===== config.mk =====
export PLATFORM = sky130hd
export DESIGN_NAME = ex_div_unit
export DESIGN_NICKNAME = d
export VERILOG_FILES = /design/src/rtl/ex_div_unit.sv
export SDC_FILE = /design/constraint.sdc
export NUM_CORES = 1
export LEC_CHECK = 0
export BUFFER_PORTS_ARGS = -buffer_cell sky130_fd_sc_hd__buf_4
export CAP_MARGIN = 10
export CELL_PAD_IN_SITES_DETAIL_PLACEMENT = 1
export CELL_PAD_IN_SITES_GLOBAL_PLACEMENT = 2
export CORE_UTILIZATION = 37
export DETAILED_ROUTE_END_ITERATION = 10
export GPL_ROUTABILITY_DRIVEN = 0
export GPL_TIMING_DRIVEN = 0
export PLACE_DENSITY = 0.95
export SLEW_MARGIN = 20
export SYNTH_ARGS = -nofsm -noshare
export SYNTH_HDL_FRONTEND = slang
export SYNTH_SLANG_ARGS = --single-unit

===== constraint.sdc =====
create_clock -name clk -period 15.5 [get_ports clk]
set_input_delay 0.775 -clock clk [delete_from_list [all_inputs] [get_ports clk]]
set_output_delay 0.775 -clock clk [all_outputs]
set_load 0.02 [all_outputs]

===== src/rtl/ex_div_unit.sv =====
// rtl/ex_div_unit.sv - multi-cycle radix-2 restoring divider for the EX stage
// Requests a pipeline stall while dividing and holds its result until EX advances.
module ex_div_unit #(
    parameter int WIDTH = 32,
    parameter int CNT_W = 6
) (
    input  logic             clk,
    input  logic             rst_n,
    input  logic             start_i,
    input  logic             signed_i,
    input  logic [WIDTH-1:0] dividend_i,
    input  logic [WIDTH-1:0] divisor_i,
    input  logic             annul_i,
    output logic             stallreq_o,
    output logic             ready_o,
    output logic [WIDTH-1:0] quotient_o,
    output logic [WIDTH-1:0] remainder_o
);

    typedef enum logic [1:0] {
        IDLE = 2'd0,
        BUSY = 2'd1,
        ZERO = 2'd2,
        DONE = 2'd3
    } state_t;

    localparam logic [CNT_W-1:0] LAST_CNT = CNT_W'(WIDTH - 1);

    state_t             state_q, state_d;
    logic [CNT_W-1:0]   cnt_q, cnt_d;
    logic [WIDTH-1:0]   rem_q, rem_d;
    logic [WIDTH-1:0]   quo_q, quo_d;
    logic [WIDTH-1:0]   dvs_q, dvs_d;
    logic               sign_q, sign_d;
    logic               sign_r_q, sign_r_d;
    logic               ready_q, ready_d;
    logic [WIDTH-1:0]   quot_out_q, quot_out_d;
    logic [WIDTH-1:0]   rem_out_q, rem_out_d;

    logic               dvd_neg, dvs_neg;
    logic [WIDTH-1:0]   dvd_mag, dvs_mag;
    logic [WIDTH:0]     rem_sh;
    logic [WIDTH:0]     diff;
    logic               fits;
    logic [WIDTH-1:0]   rem_nx, quo_nx;

    // State register
    always_ff @(posedge clk) begin
        if (!rst_n) begin
            state_q <= IDLE;
        end else begin
            state_q <= state_d;
        end
    end

    // Next-state logic; a flush overrides everything else
    always_comb begin
        state_d = state_q;
        if (annul_i) begin
            state_d = IDLE;
        end else begin
            case (state_q)
                IDLE: begin
                    if (start_i) begin
                        state_d = (divisor_i == '0) ? ZERO : BUSY;
                    end
                end
                BUSY: begin
                    if (cnt_q == LAST_CNT) begin
                        state_d = DONE;
                    end
                end
                ZERO: state_d = DONE;
                DONE: begin
                    if (!start_i) begin
                        state_d = IDLE;
                    end
                end
                default: state_d = IDLE;
            endcase
        end
    end

    // Output logic
    always_comb begin
        ready_d    = (state_d == DONE);
        stallreq_o = start_i & ~ready_q & ~annul_i;
        ready_o    = ready_q;
    end

    // Operand magnitudes; the most negative value maps onto itself, read as unsigned 2^(WIDTH-1)
    always_comb begin
        dvd_neg = signed_i & dividend_i[WIDTH-1];
        dvs_neg = signed_i & divisor_i[WIDTH-1];
        dvd_mag = dvd_neg ? -dividend_i : dividend_i;
        dvs_mag = dvs_neg ? -divisor_i : divisor_i;
    end

    // One restoring step; the borrow out of the widened subtract is the compare result
    always_comb begin
        rem_sh = {rem_q, quo_q[WIDTH-1]};
        diff   = rem_sh - {1'b0, dvs_q};
        fits   = ~diff[WIDTH];
        rem_nx = fits ? diff[WIDTH-1:0] : rem_sh[WIDTH-1:0];
        quo_nx = {quo_q[WIDTH-2:0], fits};
    end

    always_comb begin
        cnt_d      = cnt_q;
        rem_d      = rem_q;
        quo_d      = quo_q;
        dvs_d      = dvs_q;
        sign_d     = sign_q;
        sign_r_d   = sign_r_q;
        quot_out_d = quot_out_q;
        rem_out_d  = rem_out_q;
        if (annul_i) begin
            cnt_d = '0;
        end else begin
            case (state_q)
                IDLE: begin
                    if (start_i) begin
                        cnt_d    = '0;
                        rem_d    = '0;
                        dvs_d    = dvs_mag;
                        sign_d   = dvd_neg ^ dvs_neg;
                        sign_r_d = dvd_neg;
                        // A zero divisor reports the dividend untouched, so keep the raw pattern
                        quo_d    = (divisor_i == '0) ? dividend_i : dvd_mag;
                    end
                end
                BUSY: begin
                    cnt_d = cnt_q + 1'b1;
                    rem_d = rem_nx;
                    quo_d = quo_nx;
                    if (cnt_q == LAST_CNT) begin
                        quot_out_d = sign_q ? -quo_nx : quo_nx;
                        rem_out_d  = sign_r_q ? -rem_nx : rem_nx;
                    end
                end
                ZERO: begin
                    quot_out_d = '1;
                    rem_out_d  = quo_q;
                end
                default: ;
            endcase
        end
    end

    always_ff @(posedge clk) begin
        if (!rst_n) begin
            cnt_q      <= '0;
            rem_q      <= '0;
            quo_q      <= '0;
            dvs_q      <= '0;
            sign_q     <= 1'b0;
            sign_r_q   <= 1'b0;
            ready_q    <= 1'b0;
            quot_out_q <= '0;
            rem_out_q  <= '0;
        end else begin
            cnt_q      <= cnt_d;
            rem_q      <= rem_d;
            quo_q      <= quo_d;
            dvs_q      <= dvs_d;
            sign_q     <= sign_d;
            sign_r_q   <= sign_r_d;
            ready_q    <= ready_d;
            quot_out_q <= quot_out_d;
            rem_out_q  <= rem_out_d;
        end
    end

    assign quotient_o  = quot_out_q;
    assign remainder_o = rem_out_q;

endmodule


==> results.txt <==
* Cells after DPL: 2142
- Async SR Flop Fraction: 0
* Critical Path RT: 15.90 ns
- Initial antenna violation count: 1
- Die span in x: 182 um
- Entering global routing, the biggest net connects 17 pins.
* Share of final-layout standard cells stronger than drive strength 1: 0.116
* Post-synth design cell area: 0.0119 mm^2
* Antenna diode count: 0
- The region available for standard cell placement spans 0.0316 mm^2.
- Summed over all failing endpoints, the final setup total negative slack is 0 ns.
* Yosys cell types: 78
- The clock reaches the later pin of the worst-skew pair after 0.48 ns.
* Endpoint type of the worst setup path: flop
- CTS tree: done
- Synthesis inferred 171 register bits.
- DR vias: 13000
- For this run, the top clock speed supported by timing is 0.144 GHz.
- Dividing the final minimum period by the clock period gives 0.448.
* Worst setup SP type: flop
- Final Skew: 0.0175 ns
- In this run, post-CTS hold repair placed 0 buffers.
- For this run, the total global-route usage over all layers was measured as 0.284.
* # nets final: 1866
- After detailed routing, the number of remaining DRC violations is 0.
- The first global-routing pass estimated 72300 um of wire.
- Detail Route Antenna Nets: 0
* Mean instance size in the synthesized netlist: 7.43 um^2
* Post-CTS setup buffer count: 0
- Critical Path AT: 7.35 ns
- Number of max-slew violations in the final report: 0
- Setup violations remaining at the end of the flow were counted as 0.
- Vias per std cell: 5.98
* Remaining global-route overflow: 0
- Total power density per cell area: 83.8 mW/mm^2
- In this run, synthesis inferred 0 flip-flops with an integrated enable.
- Count of pins on the block boundary: 135
* Max Cap Viol: 0
* Launch instance of the worst register-to-register path: quo_q[31]
- Proportion of synthesized chip area in sequential cells: 0.287
- Hold wc startpoint: dvs_q[31]
- Worst Path Max Fanout: 10
- Clock-pin slew was measured on the worst setup and hold paths at 0.07 ns.
* Transition time at the pin with the least slew margin: 0.938 ns
- IO buf count: 133
- Post-CTS resize count: 0
- Static power due to leakage: 0.00556 uW
- The critical path is of the flop to flop type.
- No sink is reached through more buffers than the 2 on the longest clock path.
- After detailed routing, the total wire length is 47300 um.
* Placed wire-length estimate after detailed placement: 37100 um
* Setup repair after global routing missed its margin: false
- For this run, the number of standard cells in the final layout without fillers is 2174.
- Number of buffers added by the clock tree synthesis step: 17
- Seq. cell area: 0.00342 mm^2
* Multi-input gate area in the final layout: 0.00785 mm^2
* Layout filler cell count: 3963
* Most frequent cells in the layout: 183 x sky130_fd_sc_hd__nor2_1, 174 x sky130_fd_sc_hd__a21oi_1, 173 x sky130_fd_sc_hd__nand2_1
* Commonest non-fill, non-tap cell in the layout: sky130_fd_sc_hd__nor2_1
* Worst slew margin: 0.375
* Startpoint of the worst setup timing path: quo_q[31]
* Total Die Area: 0.0330 mm^2
- Compared with the post-synthesis result, the final layout area differs by 17.6%.
* Drt initial violations: 1023
- The H-tree was split into 4 levels.
* Net count after synthesis: 1714
- Final hold vios: 0
* Synth Warn #: 0
- The number of global-route vias before repair was 12700.
- The tree is rooted in a sky130_fd_sc_hd__clkbuf_16.
* Final period demand of the worst path: 6.95 ns
- Effective utilization at floorplan: 0.377
- The floorplan has 65 rows.
- Instance count of the mapped netlist: 1607
- The first TritonRoute pass finished after 5 iterations.
- Mean routed wirelength per cell: 21.8 um
- Status: completed
- VDD sags by at most 0.0886 mV.
* TritonCTS Sinks: 171
- In the synthesized netlist the dominant register cell turns out to be sky130_fd_sc_hd__dfxtp_1.
- Height of the chip: 182 um
* Worst Hold Class: flop to flop
[area by class of cell]
class                   instances  area share
plain buffers                 113      0.0330
clock buffers                  18      0.0306
clock inverters                14      0.0115
inverters                      56      0.0150
multi-input cells            1267       0.559
flip-flops and latches        171       0.244
well taps                     402      0.0358
repair buffers                133      0.0711
[final timing paths]
path | to | cells past startpoint | slack, ns
setup / recovery | remainder_o[26] | 25 | 8.55
hold / removal | dvs_q[31] | 2 | 0.46
setup reg to reg | remainder_o[26] | 25 | 8.55
hold reg to reg | dvs_q[31] | 2 | 0.46
[synth_stat cells, types with 22 or more instances]
| cell type | instances | area (um^2) |
|---|---|---|
| sky130_fd_sc_hd__a211oi_1 | 35 | 263 |
| sky130_fd_sc_hd__nor2_1 | 183 | 687 |
| sky130_fd_sc_hd__a21oi_1 | 174 | 871 |
| sky130_fd_sc_hd__o21ai_0 | 119 | 596 |
| sky130_fd_sc_hd__xor2_1 | 77 | 674 |
| sky130_fd_sc_hd__nor3_1 | 25 | 125 |
| sky130_fd_sc_hd__xnor2_1 | 56 | 490 |
| sky130_fd_sc_hd__nand2_1 | 173 | 649 |
| sky130_fd_sc_hd__o31ai_1 | 25 | 188 |
| sky130_fd_sc_hd__nand3_1 | 29 | 145 |
| sky130_fd_sc_hd__a211o_1 | 33 | 289 |
| sky130_fd_sc_hd__a22oi_1 | 22 | 165 |
| sky130_fd_sc_hd__ha_1 | 37 | 463 |
| sky130_fd_sc_hd__inv_1 | 54 | 203 |
| sky130_fd_sc_hd__clkbuf_1 | 96 | 360 |
| sky130_fd_sc_hd__dfxtp_1 | 171 | 3420 |
[flip-flops by register name, indices dropped and copies added, names as in the netlist]
register     count
quotient_o      32
quo_q           32
sign_r_q         1
dvs_q           32
state_q          2
ready_o          1
remainder_o     32
cnt_q            6
rem_q           32
sign_q           1
[critical path, cell delays in order (launching register included)]
cell and delay (ns):
sky130_fd_sc_hd__dfxtp_1 0.33, sky130_fd_sc_hd__inv_1 0.23, sky130_fd_sc_hd__ha_1 0.21, sky130_fd_sc_hd__inv_1 0.06, sky130_fd_sc_hd__fa_1 0.42, sky130_fd_sc_hd__a211oi_2 0.32
sky130_fd_sc_hd__nor3_2 0.12, sky130_fd_sc_hd__o21bai_4 0.23, sky130_fd_sc_hd__nor2_1 0.13, sky130_fd_sc_hd__o211a_4 0.27, sky130_fd_sc_hd__nor3_4 0.50, sky130_fd_sc_hd__nor2_4 0.20
sky130_fd_sc_hd__inv_2 0.12, sky130_fd_sc_hd__buf_2 0.28, sky130_fd_sc_hd__clkbuf_1 0.57, sky130_fd_sc_hd__nor2_1 0.09, sky130_fd_sc_hd__a21oi_1 0.40, sky130_fd_sc_hd__ha_1 0.33
sky130_fd_sc_hd__nand4b_1 0.14, sky130_fd_sc_hd__nor4_1 0.54, sky130_fd_sc_hd__and4_1 0.30, sky130_fd_sc_hd__o2bb2ai_1 0.19, sky130_fd_sc_hd__o41ai_1 0.50, sky130_fd_sc_hd__xnor2_1 0.16
sky130_fd_sc_hd__nand2_1 0.06, sky130_fd_sc_hd__a21oi_1 0.14
[through the flow]
stage,setup slack (ns),instance area (um^2),total power [uW],util,hold WS (ns)
3_5_place_dp,8.82,13400,726,0.425,0.451
2_1_floorplan,10.59,11900,635,-,0.432
4_1_cts,8.77,14000,1170,0.443,0.459
5_1_grt,8.27,14000,1220,0.444,0.473
6_report,8.55,14000,1180,0.444,0.459
3_3_place_gp,8.94,13400,719,0.425,0.443
[kinds of logic (layout without fill, tap and decap cells)]
family | count (synthesis) | count (layout) | synth area share
compound gates | 536 | 536 | 0.289
xor+xnor | 133 | 133 | 0.0976
fa+ha+maj | 38 | 38 | 0.0405
buf+inv | 169 | 334 | 0.0564
flops | 171 | 171 | 0.287
mux | 27 | 27 | 0.0236
simple gates | 533 | 533 | 0.206
[power breakdown]
part           internal, uW  leakage, uW  switching (uW)
sequential              451      0.00139            12.3
combinational          90.6      0.00388             168
clock                   241     0.000289             213
[metal layers]
layer | GRT usage | vias to the layer above | wire [um] | share of wire
li1 | - | 6059 | - | -
met1 | 0.387 | 6400 | 21800 | 0.46
met2 | 0.456 | 447 | 21300 | 0.45
met3 | 0.0403 | 87 | 2980 | 0.063
met4 | 0.0990 | 2 | 1220 | 0.026
met5 | 0 | - | 8 | 0.00017
No activity file was read; power rests on OpenSTA's default activity.
